File: src/rtl/cordic_wrapper_pkg.sv
// cordic_wrapper_pkg: shared CORDIC result type and output-buffer sizing
package cordic_wrapper_pkg;
  localparam int CORDIC_W = 16;
  localparam int CORDIC_OBUF_DEPTH = 8;
  typedef struct packed {
    logic signed [CORDIC_W-1:0] x;
    logic signed [CORDIC_W-1:0] y;
    logic signed [CORDIC_W-1:0] z;
  } cordic_data;
endpackage

File: src/rtl/cordic_out_buffer_if.sv
// cordic_out_buffer_if: issue, pipeline-result and consumer handshakes of the output buffer
interface cordic_out_buffer_if
  import cordic_wrapper_pkg::*;
#(
  parameter int DEPTH = CORDIC_OBUF_DEPTH
) ();
  localparam int CW = $clog2(DEPTH + 1);
  logic          i_req_valid;
  logic          o_req_ready;
  logic          o_cordic_valid;
  logic          i_res_valid;
  cordic_data    i_res_data;
  logic          o_valid;
  cordic_data    o_data;
  logic          i_ready;
  logic [CW-1:0] o_count;
  logic          o_err;
  modport slave (
    input  i_req_valid, i_res_valid, i_res_data, i_ready,
    output o_req_ready, o_cordic_valid, o_valid, o_data, o_count, o_err
  );
  modport master (
    output i_req_valid, i_res_valid, i_res_data, i_ready,
    input  o_req_ready, o_cordic_valid, o_valid, o_data, o_count, o_err
  );
endinterface

File: src/rtl/cordic_sync_fifo.sv
// cordic_sync_fifo: show-ahead in-order FIFO; push into a full FIFO is accepted only alongside a pop
module cordic_sync_fifo
  import cordic_wrapper_pkg::*;
#(
  parameter int  DEPTH = CORDIC_OBUF_DEPTH,
  parameter type T     = cordic_data
) (
  input  logic                       i_clk,
  input  logic                       i_rst,
  input  logic                       i_push,
  input  logic                       i_pop,
  input  T                           i_data,
  output T                           o_data,
  output logic                       o_full,
  output logic                       o_empty,
  output logic [$clog2(DEPTH+1)-1:0] o_count
);
  localparam int AW = $clog2(DEPTH);
  localparam int CW = $clog2(DEPTH + 1);
  localparam logic [CW-1:0] FULL_CNT = CW'(DEPTH);
  T              mem_q [DEPTH];
  logic [AW-1:0] wr_ptr_q, wr_ptr_d, rd_ptr_q, rd_ptr_d;
  logic [CW-1:0] count_q, count_d;
  logic          push_acc, pop_acc;
  // accept pop only when non-empty, push when space exists or the head leaves this cycle
  always_comb begin
    pop_acc  = i_pop && !o_empty;
    push_acc = i_push && (!o_full || pop_acc);
    wr_ptr_d = push_acc ? wr_ptr_q + AW'(1) : wr_ptr_q;
    rd_ptr_d = pop_acc ? rd_ptr_q + AW'(1) : rd_ptr_q;
    count_d  = count_q + CW'(push_acc) - CW'(pop_acc);
  end
  // bookkeeping registers
  always_ff @(posedge i_clk or negedge i_rst) begin
    if (!i_rst) begin
      wr_ptr_q <= '0;
      rd_ptr_q <= '0;
      count_q  <= '0;
    end else begin
      wr_ptr_q <= wr_ptr_d;
      rd_ptr_q <= rd_ptr_d;
      count_q  <= count_d;
    end
  end
  // storage is deliberately left unreset
  always_ff @(posedge i_clk) begin
    if (push_acc) mem_q[wr_ptr_q] <= i_data;
  end
  assign o_data  = mem_q[rd_ptr_q];
  assign o_full  = count_q == FULL_CNT;
  assign o_empty = count_q == '0;
  assign o_count = count_q;
endmodule

File: src/rtl/cordic_out_buffer.sv
// cordic_out_buffer: credit-gated issue into the CORDIC pipeline plus in-order result buffering
module cordic_out_buffer
  import cordic_wrapper_pkg::*;
#(
  parameter int DEPTH = CORDIC_OBUF_DEPTH
) (
  input logic                i_clk,
  input logic                i_rst,
  cordic_out_buffer_if.slave bus
);
  localparam int CW = $clog2(DEPTH + 1);
  localparam logic [CW:0] DEPTH_W = (CW+1)'(DEPTH);
  logic [CW-1:0] in_flight_q, in_flight_d, count;
  logic          err_q, err_d;
  logic          full, empty, pop, issue, req_ready, spurious, dropped;
  // credits come only from registered counters so ready never sees i_ready/i_res_valid
  always_comb begin
    req_ready   = ({1'b0, count} + {1'b0, in_flight_q}) < DEPTH_W;
    issue       = bus.i_req_valid && req_ready;
    pop         = !empty && bus.i_ready;
    spurious    = bus.i_res_valid && in_flight_q == '0;
    dropped     = bus.i_res_valid && full && !pop;
    in_flight_d = in_flight_q + CW'(issue) - CW'(bus.i_res_valid && !spurious);
    err_d       = err_q || spurious || dropped;
  end
  // in-flight counter and sticky error flag
  always_ff @(posedge i_clk or negedge i_rst) begin
    if (!i_rst) begin
      in_flight_q <= '0;
      err_q       <= 1'b0;
    end else begin
      in_flight_q <= in_flight_d;
      err_q       <= err_d;
    end
  end
  cordic_sync_fifo #(.DEPTH(DEPTH), .T(cordic_data)) u_fifo (
    .i_clk   (i_clk),
    .i_rst   (i_rst),
    .i_push  (bus.i_res_valid),
    .i_pop   (pop),
    .i_data  (bus.i_res_data),
    .o_data  (bus.o_data),
    .o_full  (full),
    .o_empty (empty),
    .o_count (count)
  );
  assign bus.o_req_ready    = req_ready;
  assign bus.o_cordic_valid = issue;
  assign bus.o_valid        = !empty;
  assign bus.o_count        = count;
  assign bus.o_err          = err_q;
endmodule

File: src/flat_wrapper.sv
// flat-port wrapper written by rule: the top's interface ports become plain ports
module cordic_out_buffer_flat import cordic_wrapper_pkg::*;
#(
  parameter int DEPTH = CORDIC_OBUF_DEPTH
)
  (i_clk, i_rst, bus_i_req_valid, bus_i_res_valid, bus_i_res_data, bus_i_ready, bus_o_req_ready, bus_o_cordic_valid, bus_o_valid, bus_o_data, bus_o_count, bus_o_err);
  cordic_out_buffer_if #(.DEPTH(DEPTH)) bus_i ();
  input logic i_clk;
  input logic i_rst;
  input wire logic [$bits(bus_i.i_req_valid)-1:0] bus_i_req_valid;
  input wire logic [$bits(bus_i.i_res_valid)-1:0] bus_i_res_valid;
  input wire logic [$bits(bus_i.i_res_data)-1:0] bus_i_res_data;
  input wire logic [$bits(bus_i.i_ready)-1:0] bus_i_ready;
  output wire logic [$bits(bus_i.o_req_ready)-1:0] bus_o_req_ready;
  output wire logic [$bits(bus_i.o_cordic_valid)-1:0] bus_o_cordic_valid;
  output wire logic [$bits(bus_i.o_valid)-1:0] bus_o_valid;
  output wire logic [$bits(bus_i.o_data)-1:0] bus_o_data;
  output wire logic [$bits(bus_i.o_count)-1:0] bus_o_count;
  output wire logic [$bits(bus_i.o_err)-1:0] bus_o_err;
  assign bus_i.i_req_valid = bus_i_req_valid;
  assign bus_i.i_res_valid = bus_i_res_valid;
  assign bus_i.i_res_data = bus_i_res_data;
  assign bus_i.i_ready = bus_i_ready;
  assign bus_o_req_ready = bus_i.o_req_ready;
  assign bus_o_cordic_valid = bus_i.o_cordic_valid;
  assign bus_o_valid = bus_i.o_valid;
  assign bus_o_data = bus_i.o_data;
  assign bus_o_count = bus_i.o_count;
  assign bus_o_err = bus_i.o_err;
  cordic_out_buffer #(.DEPTH(DEPTH)) u_core (.i_clk(i_clk), .i_rst(i_rst), .bus(bus_i));
endmodule
File: config.mk
export PLATFORM = sky130hd
export DESIGN_NAME = cordic_out_buffer_flat
export DESIGN_NICKNAME = d
export VERILOG_FILES = /design/src/rtl/cordic_wrapper_pkg.sv /design/src/rtl/cordic_out_buffer_if.sv /design/src/rtl/cordic_sync_fifo.sv /design/src/rtl/cordic_out_buffer.sv /design/src/flat_wrapper.sv
export SDC_FILE = /design/constraint.sdc
export NUM_CORES = 1
export LEC_CHECK = 0
export CAP_MARGIN = 10
export CORE_ASPECT_RATIO = 0.7
export CORE_MARGIN = 3
export CORE_UTILIZATION = 50
export CTS_CLUSTER_SIZE = 25
export DETAILED_ROUTE_END_ITERATION = 10
export GPL_TIMING_DRIVEN = 0
export HOLD_SLACK_MARGIN = 0.15
export PLACE_DENSITY = 0.68
export SLEW_MARGIN = 10
export SYNTH_ARGS = -nofsm -noshare
export SYNTH_HDL_FRONTEND = slang
export SYNTH_SLANG_ARGS = --single-unit
File: constraint.sdc
create_clock -name i_clk -period 9.43 [get_ports i_clk]
set_clock_uncertainty 0.2 [all_clocks]
set_input_delay 1.886 -clock i_clk [delete_from_list [all_inputs] [get_ports i_clk]]
set_output_delay 1.886 -clock i_clk [all_outputs]
set_load 0.02 [all_outputs]
==> run summary <==
Status -> completed
Worst hold path startpoint -> u_core.bus.o_err
Post-synthesis sequential area ratio -> 77.0%
Cell Chain, Critical Path -> buf_2 -> buf_4 -> clkbuf_1 -> mux4_2 -> mux2_2 -> clkdlybuf4s50_1
Max-cap violations -> 0
DR vias -> 7210
Crit share post-route -> 56.1%
CTS tree -> done
DRC -> 0
Worst hold path endpoint -> u_core.bus.o_err
Worst-path clk slew -> 0.06 ns
Compound-Gate Fraction of Synth Area -> 0.494%
Area share of xor/xnor cells in the synthesized design -> 0.453%
Number of port buffers -> 108
Clock sinks -> 399
Simple-Gate Fraction of Synth Area -> 0.826%
Clock Latency Late Sink -> 0.52 ns
Initial antenna violation count -> 2
Post_cts resized -> 0
Drt via density -> 5.60
Ys Warns -> 0
Synth Cell Area -> 15500 µm²
Setup TNS Final -> 0 ns
Num rows -> 53
Max Fclk -> 189 MHz
Avg Synthesized Cell Area -> 24.0 µm²
Share of layout cells above drive strength 1 -> 32.0%
Clock buffer count from CTS -> 39
Gr usage total -> 19.8%
Max VDD drop -> 0.243 mV
RD Place Congestion -> 0.728
R2R depth -> 11
First-pass GRT wire length -> 48.9 mm
Final ANT Viol Nets -> 0
CP peak stage delay -> 0.58 ns
Worst slew margin -> 28.3%
Total Routed Length -> 31.8 mm
R2r setup slk -> 5.82 ns
Pins over their slew limit -> 0
RR Startpoint -> u_core.u_fifo.o_count[2]
Period minus WS final -> 5.29 ns
Reg-to-reg endpoint -> u_core.u_fifo.mem_q[1][14]
CP top delay family -> buffers and inverters
Dpl hpwl -> 21.0 mm
Crit path max-delay cell type -> clkbuf_1
Actual slew at the worst max-slew pin -> 1.08 ns
Worst hold-check path type -> reg -> reg
CP arrival -> 3.20 ns
Cell depth of the worst hold path -> 1
Die X -> 216 µm
Die ar. -> 33100 µm²
Power per cell area -> 326 nW/µm²
Setup bufs post-CTS -> 0
RSZ-0062 raised after global routing -> false
Largest family of logic cells by synthesized area -> multiplexers
Worst path buffer plus inverter count -> 4
Iteration-0 DRC Markers -> 694
Adder-cell share of the synthesized area -> 1.55%
Cells after synthesis -> 643
Yosys cell types -> 38
CP Class -> reg -> out
Vias in the first global route -> 7926
H-tree levels -> 2
Final #Nets -> 918
WP data required -> 7.34 ns
Type of origin of the critical path -> register
Core box area -> 30200 µm²
Number of fill cells -> 2104
CTS max path bufs -> 3
Largest net degree at the start of global routing -> 23
#FFs+latches synth -> 399
Mux cell area share after synthesis -> 18.1%
Die height -> 153 µm
Area Overhead vs Synth -> 21.6%
Initial Util -> 51.1%
Total grt overflow -> 0
Fin. Hold Viols -> 0
Setup violations, final -> 0
PnR Total Power -> 6.14 mW
WL/cell -> 24.7 µm
# hold bufs at CTS -> 0
Critical Path End Type -> output pin
CTS Root Cell -> clkbuf_16
Critical path peak fanout -> 10
Leakage -> 6.28 nW
I/O Pins -> 109
DRT Pass-1 Iters -> 5
Syn nets -> 714
## power breakdown
group	total (mW)	switching, mW	internal (mW)
Clock	1.46	0.618	0.846
Combinational	2.35	1.16	1.19
Sequential	2.32	0.0796	2.24
## registers in the layout (all words and copies together), names as in the netlist
signal / cells
u_core.u_fifo.mem_q: 384
u_core.bus.o_err: 1
u_core.in_flight_q: 4
u_core.u_fifo.rd_ptr_q: 3
u_core.u_fifo.wr_ptr_q: 3
u_core.u_fifo.o_count: 4
## synth_stat cells
library cell  number  share of area (%)
o21bai_1           1              0.049
fa_1               2               0.26
buf_6              1              0.073
o21ai_1            1              0.032
nor3b_1            1              0.049
a2111oi_2          1              0.097
or3b_1             1              0.057
xnor2_1            4               0.23
buf_1              3              0.073
buf_8              2               0.19
clkbuf_1          11               0.27
buf_2             11               0.36
ha_1              16                1.3
buf_12             2               0.26
mux2_2            29                2.1
nand2_1            3              0.073
mux4_2            96                 14
nor4b_1            3               0.17
nor4bb_1           1              0.065
mux2_4            20                1.9
mux2_1             1              0.073
a21oi_1            2              0.065
dfrtp_1           15                2.4
nor2_1             2              0.049
inv_1             11               0.27
o211ai_1           1              0.049
a31o_2             1              0.057
xor2_1             4               0.23
and2_1             1              0.040
buf_4              1              0.049
edfxtp_1         384                 75
nand3_1            2              0.065
nor3_1             1              0.032
a21o_1             3               0.15
nor2b_1            2              0.081
nand3b_1           1              0.049
or3b_2             1              0.057
nor4_1             1              0.040
## final cells by class
cell class / instances / area (µm²) / share of cell area [%]
Antenna cell: 1 / 2.50 / 0.0133
Inverter: 11 / 41.3 / 0.220
Buffer: 31 / 196 / 1.05
Timing Repair Buffer: 163 / 1560 / 8.32
Multi-Input combinational cell: 202 / 3370 / 18.0
Clock buffer: 50 / 1060 / 5.64
Tap cell: 412 / 515 / 2.74
Clock inverter: 19 / 135 / 0.719
Sequential cell: 399 / 11900 / 63.4
## layer usage
layer	global-route usage, %	vias up	routed length (µm)
met5	0	-	9
met4	4.53	2	530
met3	3.78	52	1510
met2	32.3	188	15900
met1	28.2	3850	13800
li1	-	3118	-
## worst reg2reg max path, stage by stage, from the launching register on
cell and delay, ns:
dfrtp_1 0.39, inv_1 0.10, ha_1 0.22, nor2b_1 0.22, o21ai_1 0.13, buf_2 0.25, nor4b_2 0.78, buf_4 0.32
buf_4 0.19, buf_4 0.17, buf_4 0.18, buf_4 0.17
## layout by cell type, fill, tap and decap left out, drive strengths merged
master / Yosys / layout
edfxtp: 384 / 384
clkdlybuf4s50: 0 / 108
mux4: 96 / 96
buf: 20 / 75
clkbuf: 11 / 61
mux2: 50 / 50
clkinv: 0 / 17
ha: 16 / 16
dfrtp: 15 / 15
inv: 11 / 11
xor2: 4 / 4
xnor2: 4 / 4
nand2: 3 / 3
a21o: 3 / 3
nor4b: 3 / 3
nor2b: 2 / 2
a21oi: 2 / 2
nand3: 2 / 2
nor2: 2 / 2
fa: 2 / 2
bufinv: 0 / 2
or3b: 2 / 2
diode: 0 / 1
o21ai: 1 / 1
a31o: 1 / 1
a2111oi: 1 / 1
and2: 1 / 1
nor3b: 1 / 1
nor4bb: 1 / 1
nor3: 1 / 1
nor4: 1 / 1
o21bai: 1 / 1
nand3b: 1 / 1
o211ai: 1 / 1
## logic make-up after synthesis
family / after synthesis
buffers and inverters: 42
adders and majority gates: 18
and+or+nand+nor: 20
muxes: 146
xor gates and xnor gates: 8
DFF: 399
AOI/OAI and AO/OA: 10
## how the worst max path moves through the flow
| stage | start | end | slack [ns] | depth (start not counted) |
|---|---|---|---|---|
| global route | u_core.u_fifo.rd_ptr_q[1] | bus_o_data[37] | 4.01 | 6 |
| CTS | u_core.u_fifo.rd_ptr_q[1] | bus_o_data[36] | 4.11 | 6 |
| global placement | bus_i_ready | u_core.u_fifo.mem_q[4][9] | -5.04 | 5 |
| floorplan | bus_i_ready | u_core.u_fifo.mem_q[2][0] | 1.28 | 4 |
| detailed placement | bus_i_ready | u_core.u_fifo.mem_q[1][19] | 3.99 | 10 |
| finish | u_core.u_fifo.rd_ptr_q[1] | bus_o_data[36] | 4.14 | 6 |
## through the flow
stage | hold WS, ns | setup slack, ns | std cells | cell area (µm²) | utilization, %
CTS | 0.265 | 4.11 | 1287 | 18800 | 62.1
detailed placement | 0.247 | 3.99 | 1218 | 17600 | 58.2
finish | 0.267 | 4.14 | 1288 | 18800 | 62.2
floorplan | 0.303 | 1.28 | 643 | 15500 | -
global route | 0.308 | 4.01 | 1288 | 18800 | 62.2
global placement | 0.243 | -5.04 | 1163 | 17100 | 56.4
No activity file was read; power rests on OpenSTA's default activity.
